--- src/rtl/mac_csr_pkg.sv ---
// Shared constants and types for the mac core CSR controller.
package mac_csr_pkg;

  localparam int F_W   = 12;
  localparam int A_W   = 24;
  localparam int R_W   = 25;
  localparam int CNT_W = 4;

  localparam int unsigned OFF_F1     = 'h00;
  localparam int unsigned OFF_F2     = 'h08;
  localparam int unsigned OFF_A1     = 'h10;
  localparam int unsigned OFF_CTRL   = 'h18;
  localparam int unsigned OFF_STATUS = 'h20;
  localparam int unsigned OFF_RESULT = 'h28;
  localparam int unsigned OFF_COUNT  = 'h30;

  localparam int CTRL_START  = 0;
  localparam int CTRL_ACC    = 1;
  localparam int CTRL_IRQ_EN = 2;

  localparam int ST_BUSY    = 0;
  localparam int ST_DONE    = 1;
  localparam int ST_OVF     = 2;
  localparam int ST_OVERRUN = 3;

  typedef enum logic [1:0] {S_IDLE, S_WAIT, S_CAPTURE} seq_state_e;

endpackage

--- src/rtl/mac_csr_seq.sv ---
// Operation sequencer: waits out the core pipeline latency after a start,
// then issues a one-cycle capture pulse.
module mac_csr_seq
  import mac_csr_pkg::*;
#(
  parameter int LATENCY = 2
) (
  input  logic clk,
  input  logic arst,
  input  logic i_start,
  output logic o_busy,
  output logic o_capture_pulse
);

  seq_state_e       r_state;
  logic [CNT_W-1:0] r_cnt;
  logic             r_busy;
  logic             r_cap;

  // r_cap mirrors the CAPTURE state so the top latches result on its exit edge.
  always_ff @(posedge clk or posedge arst) begin
    if (arst) begin
      r_state <= S_IDLE;
      r_cnt   <= '0;
      r_busy  <= 1'b0;
      r_cap   <= 1'b0;
    end else begin
      r_cap <= 1'b0;
      case (r_state)
        S_IDLE: if (i_start) begin
          r_state <= S_WAIT;
          r_cnt   <= CNT_W'(LATENCY - 1);
          r_busy  <= 1'b1;
        end
        S_WAIT: if (r_cnt == '0) begin
          r_state <= S_CAPTURE;
          r_cap   <= 1'b1;
        end else begin
          r_cnt <= r_cnt - CNT_W'(1);
        end
        S_CAPTURE: begin
          r_state <= S_IDLE;
          r_busy  <= 1'b0;
        end
        default: r_state <= S_IDLE;
      endcase
    end
  end

  assign o_busy          = r_busy;
  assign o_capture_pulse = r_cap;

endmodule

--- src/rtl/mac_csr_ctrl.sv ---
// CSR block for the mac core: operand registers, start/capture sequencing,
// status/count tracking and a level interrupt.
module mac_csr_ctrl
  import mac_csr_pkg::*;
#(
  parameter int ADDR_W  = 12,
  parameter int DATA_W  = 64,
  parameter int LATENCY = 2
) (
  input  logic              clk,
  input  logic              arst,
  input  logic [ADDR_W-1:0] addr,
  input  logic              ren,
  input  logic              wen,
  input  logic [DATA_W-1:0] wdata,
  output logic [DATA_W-1:0] rdata,
  output logic              waddr_error,
  output logic              raddr_error,
  output logic [F_W-1:0]    f1_rsc_dat,
  output logic [F_W-1:0]    f2_rsc_dat,
  output logic [A_W-1:0]    a1_rsc_dat,
  input  logic [R_W-1:0]    result_rsc_dat,
  output logic              irq
);

  logic [F_W-1:0]    r_f1, r_f2;
  logic [A_W-1:0]    r_a1;
  logic              r_acc, r_irq_en;
  logic              r_done, r_ovf, r_overrun;
  logic [R_W-1:0]    r_result;
  logic [31:0]       r_count;
  logic [DATA_W-1:0] r_rdata;
  logic              r_raddr_err, r_waddr_err, r_irq;

  logic w_busy, w_cap;
  logic w_sel_f1, w_sel_f2, w_sel_a1, w_sel_ctrl, w_sel_status, w_sel_result, w_sel_count;
  logic w_wr_ok, w_wr_op, w_wr_ctrl, w_wr_status, w_start_req, w_start;
  logic w_overrun_set, w_ovf_set;
  logic w_rd_ok;
  logic [DATA_W-1:0] w_rd_val;
  logic w_unused;

  assign w_sel_f1     = (addr == ADDR_W'(OFF_F1));
  assign w_sel_f2     = (addr == ADDR_W'(OFF_F2));
  assign w_sel_a1     = (addr == ADDR_W'(OFF_A1));
  assign w_sel_ctrl   = (addr == ADDR_W'(OFF_CTRL));
  assign w_sel_status = (addr == ADDR_W'(OFF_STATUS));
  assign w_sel_result = (addr == ADDR_W'(OFF_RESULT));
  assign w_sel_count  = (addr == ADDR_W'(OFF_COUNT));

  assign w_wr_ok     = w_sel_f1 | w_sel_f2 | w_sel_a1 | w_sel_ctrl | w_sel_status;
  assign w_wr_op     = wen & (w_sel_f1 | w_sel_f2 | w_sel_a1);
  assign w_wr_ctrl   = wen & w_sel_ctrl;
  assign w_wr_status = wen & w_sel_status;
  assign w_start_req = w_wr_ctrl & wdata[CTRL_START];
  assign w_start     = w_start_req & ~w_busy;
  // Operands must stay frozen while the core computes; any attempt is flagged.
  assign w_overrun_set = w_busy & (w_wr_op | w_start_req);
  assign w_ovf_set     = w_cap & r_acc & (result_rsc_dat[R_W-1] ^ result_rsc_dat[R_W-2]);
  assign w_unused      = ^wdata[DATA_W-1:A_W];

  mac_csr_seq #(.LATENCY(LATENCY)) u_seq (
    .clk             (clk),
    .arst            (arst),
    .i_start         (w_start),
    .o_busy          (w_busy),
    .o_capture_pulse (w_cap)
  );

  always_comb begin
    w_rd_val = '0;
    w_rd_ok  = 1'b1;
    if (w_sel_f1)          w_rd_val = DATA_W'(r_f1);
    else if (w_sel_f2)     w_rd_val = DATA_W'(r_f2);
    else if (w_sel_a1)     w_rd_val = DATA_W'(r_a1);
    else if (w_sel_ctrl) begin
      w_rd_val[CTRL_ACC]    = r_acc;
      w_rd_val[CTRL_IRQ_EN] = r_irq_en;
    end else if (w_sel_status) begin
      w_rd_val[ST_BUSY]    = w_busy;
      w_rd_val[ST_DONE]    = r_done;
      w_rd_val[ST_OVF]     = r_ovf;
      w_rd_val[ST_OVERRUN] = r_overrun;
    end
    else if (w_sel_result) w_rd_val = {{(DATA_W-R_W){r_result[R_W-1]}}, r_result};
    else if (w_sel_count)  w_rd_val = DATA_W'(r_count);
    else                   w_rd_ok  = 1'b0;
  end

  always_ff @(posedge clk or posedge arst) begin
    if (arst) begin
      r_f1        <= '0;
      r_f2        <= '0;
      r_a1        <= '0;
      r_acc       <= 1'b0;
      r_irq_en    <= 1'b0;
      r_done      <= 1'b0;
      r_ovf       <= 1'b0;
      r_overrun   <= 1'b0;
      r_result    <= '0;
      r_count     <= '0;
      r_rdata     <= '0;
      r_raddr_err <= 1'b0;
      r_waddr_err <= 1'b0;
      r_irq       <= 1'b0;
    end else begin
      if (wen && w_sel_f1 && !w_busy) r_f1 <= wdata[F_W-1:0];
      if (wen && w_sel_f2 && !w_busy) r_f2 <= wdata[F_W-1:0];
      if (w_cap && r_acc)                    r_a1 <= result_rsc_dat[A_W-1:0];
      else if (wen && w_sel_a1 && !w_busy)   r_a1 <= wdata[A_W-1:0];
      if (w_wr_ctrl) begin
        r_acc    <= wdata[CTRL_ACC];
        r_irq_en <= wdata[CTRL_IRQ_EN];
      end
      if (w_cap) begin
        r_result <= result_rsc_dat;
        r_count  <= r_count + 32'd1;
      end
      // Set beats W1C when both land on the same edge.
      r_done    <= w_cap         | (r_done    & ~(w_wr_status & wdata[ST_DONE]));
      r_ovf     <= w_ovf_set     | (r_ovf     & ~(w_wr_status & wdata[ST_OVF]));
      r_overrun <= w_overrun_set | (r_overrun & ~(w_wr_status & wdata[ST_OVERRUN]));
      r_irq       <= r_done & r_irq_en;
      r_waddr_err <= wen & ~w_wr_ok;
      r_raddr_err <= ren & ~w_rd_ok;
      if (ren) r_rdata <= w_rd_ok ? w_rd_val : '0;
    end
  end

  assign rdata       = r_rdata;
  assign raddr_error = r_raddr_err;
  assign waddr_error = r_waddr_err;
  assign f1_rsc_dat  = r_f1;
  assign f2_rsc_dat  = r_f2;
  assign a1_rsc_dat  = r_a1;
  assign irq         = r_irq;

endmodule
--- config.mk ---
export PLATFORM = sky130hd
export DESIGN_NAME = mac_csr_ctrl
export DESIGN_NICKNAME = d
export VERILOG_FILES = /design/src/rtl/mac_csr_pkg.sv /design/src/rtl/mac_csr_seq.sv /design/src/rtl/mac_csr_ctrl.sv
export SDC_FILE = /design/constraint.sdc
export NUM_CORES = 1
export LEC_CHECK = 0
export CAP_MARGIN = 20
export CORE_ASPECT_RATIO = 1.75
export CORE_MARGIN = 8
export CORE_UTILIZATION = 50
export DETAILED_ROUTE_END_ITERATION = 6
export MAX_ROUTING_LAYER = met4
export PLACE_DENSITY = 0.83
export REMOVE_ABC_BUFFERS = 1
export SYNTH_ARGS = -nofsm -noshare
export SYNTH_HDL_FRONTEND = slang
export SYNTH_HIERARCHICAL = 1
export SYNTH_SLANG_ARGS = --single-unit
--- constraint.sdc ---
create_clock -name clk -period 8.5 [get_ports clk]
set_input_delay 1.7 -clock clk [delete_from_list [all_inputs] [get_ports clk]]
set_output_delay 1.7 -clock clk [all_outputs]
set_load 0.01 [all_outputs]
==> run summary <==
Worst-Margin Slew - 1.01 ns
Prevailing post-synth register cell - dfrtp_1
Leakage power - 0.00439 uW
Largest net degree at the start of global routing - 89
Max-cap viol count - 0
Sequential area share after synthesis - 49.7%
Post-Syn Area per Cell - 11.8 um^2
Crit-path leading delay family - simple AND/OR/NAND/NOR gates
Main combinational cell family by area after synthesis - multiplexers
Cts bufs inserted - 17
Initial DRC Count - 299
DR vias - 5900
PostCTS Resize Cnt - 0
DR WL/cell - 22.0 um
Max-slew violations - 0
Via count of the first global-routing pass - 6388
Die width - 110 um
Setup Buffers After CTS - 0
Die span in y - 181 um
Synth Area in Compound Gates - 11.1%
ANT nets after route - 0
CP endpoint kind - flop
Mux cell area share after synthesis - 15.4%
Max stage delay cell, worst path - and3_1
Nets - 901
Area occupied by registers - 0.00385 mm^2
Htree depth - 4
Area of the multi-input gates - 0.00335 mm^2
Synthesized area - 0.00775 mm^2
Crit path DAT - 4.32 ns
Post-Synth Simple-Gate Area - 12.6%
Crit-path cells - clkdlybuf4s50_1 -> nor3_1 -> and3_1 -> and4b_1 -> o21bai_1 -> and2_1 -> a311oi_1
Status - completed
Fin crit share - 47.3%
Count of cell types in the netlist - 63
Detailed Routing Iterations Pass 1 - 5
Clock root buffer master - clkbuf_16
Max Freq - 249 MHz
HP Class - flop to flop
# setup viols final - 0
Synth Warn # - 6
Share of layout cells above drive strength 1 - 21.2%
Worst setup SP type - input pin
CP Class - input pin to flop
Post-synth EDFFs - 0
Clock skew - 0.00960 ns
Antenna cells - 0
Syn Inst Count - 656
Yosys reg bits - 154
Worst vdd ir - 0.141 mV
Worst-path clk slew - 0.06 ns
Post-DP HPWL - 15.3 mm
Setup tns final - 0 ns
# DRC - 0
CP Data Required Time - 8.80 ns
FP Rows - 60
Die area - 0.0199 mm^2
Final WL - 21.8 mm
Xor/xnor share of the synthesized area - 3.62%
PD cells - 168 mW/mm^2
Initial antenna violation count - 0
Critical path's largest stage delay - 0.74 ns
Slew margin rel. - 32.5%
Sink count of the clock tree - 154
Final hold viol count - 0
First-pass GRT wire length - 34.6 mm
Placed insts - 959
Final GP Congestion - 0.871
IO Pins - 220
Asr flop ratio synth - 100%
Worst-path maximum fanout - 18
IO buf count - 179
Area share of fa/ha/maj cells after synthesis - 0.485%
Fillers - 1114
Deepest clock path buffer count - 2
Post-CTS Hold Buffers - 0
RSZ-0062 raised after global routing - false
Buf+Inv Stages, Crit Path - 1
CTS tree - built
Area growth, synth to finish - 30.0%
Final min period - 4.02 ns
Worst-Skew Late Latency - 0.42 ns
Initial core utilization - 50.8%
DR vias/cell - 5.95
Core box area - 0.0152 mm^2
GRT Total Usage - 23.2%
Finished Layout Cells - 992
Global route total overflow - 0
## cell type report
cell class,count,area share [%]
multi-input cells,404,33.2
inverters,25,0.981
clock buffers,21,4.67
clock inverters,11,1.65
flip-flops and latches,154,38.3
well taps,186,2.31
repair buffers,191,18.9
## cells by family (layout without fill, tap and decap cells)
logic type               count (synthesis)  in the layout
XOR/XNOR                                32             32
AO/OA/AOI/OAI                          112            112
adder cells (fa/ha/maj)                  3              3
buffers and inverters                   98            248
flip-flops                             154            154
AND/OR/NAND/NOR                        152            152
multiplexers                           105            105
## path summary, 6_finish.rpt
kind | startpoint | end | slack, ns | cells after the start
max | addr[1] | u_seq/r_cnt[0] | 4.48 | 7
min | r_count[31] | r_count[31] | 0.47 | 1
max reg2reg | u_seq/o_capture_pulse | r_count[24] | 5.88 | 5
min reg2reg | r_count[31] | r_count[31] | 0.47 | 1
max in group asynchronous | arst | r_count[6] | 5.66 | 4
min in group asynchronous | arst | u_seq/r_state[1] | 1.69 | 2
## routing by layer
| metal | GRT usage (%) | vias to the layer above | part of all wire, % |
|---|---|---|---|
| li1 | - | 2644 | - |
| met1 | 23.9 | 2997 | 35 |
| met2 | 41.1 | 206 | 58 |
| met3 | 4.73 | 53 | 3.9 |
| met4 | 9.28 | 0 | 2.9 |
| met5 | - | - | 0 |
## synth_stat cells (10+ instances only)
cell	count	area, um^2
nand3_1	22	110
inv_1	24	90.1
o32ai_1	10	87.6
xor2_1	17	149
nor2_1	17	63.8
nand2b_1	10	62.6
buf_4	35	263
a22oi_1	13	97.6
o2bb2ai_1	15	131
mux2_2	101	1140
clkbuf_1	22	82.6
nand2_1	19	71.3
a21oi_1	18	90.1
xnor2_1	15	131
dfrtp_1	154	3850
nor3_1	11	55.1
and2_1	11	68.8
## metrics by stage
step	worst slack (ns)	instance area (um^2)	hold WS, ns	utilization [%]	total power (uW)
finish	4.48	10100	0.474	66.1	1700
global route	4.36	10100	0.501	66.1	1750
CTS	4.50	10000	0.474	65.9	1700
detailed placement	4.07	9410	0.466	61.7	891
global placement	4.12	9410	0.458	61.7	886
floorplan	2.88	7290	0.442	-	812
## power by group
part	leakage, uW	switching [uW]	internal (uW)
clock network	0.000305	303	514
logic	0.00202	65.2	62.9
registers	0.00207	8.49	743
total	0.00439	377	1320
## placed cells by master, fill, tap and decap left out, types with 4 or more instances in the layout
cell,count
clkdlybuf4s50_1,179
dfrtp_1,154
mux2_2,101
inv_1,23
nand3_1,22
nand2_1,19
a21oi_1,18
nor2_1,17
xor2_1,17
clkbuf_16,17
o2bb2ai_1,15
xnor2_1,15
a22oi_1,13
nor3_1,11
and2_1,11
buf_4,11
nand2b_1,10
o32ai_1,10
o221ai_1,9
a21o_1,9
a211oi_1,9
nand4_1,8
a221o_1,8
a41oi_1,8
nor4_2,7
nor2b_1,6
o21ai_0,6
nand4_2,4
and3_1,4
bufinv_16,4
## state kept, by name (all words and copies together), names as in the netlist, 2 cells and up
signal,cells
f1_rsc_dat,12
rdata,33
u_seq/r_state,2
f2_rsc_dat,12
r_count,32
u_seq/r_cnt,4
r_result,25
a1_rsc_dat,24
Note: power is estimated with default switching activity, not from simulation.
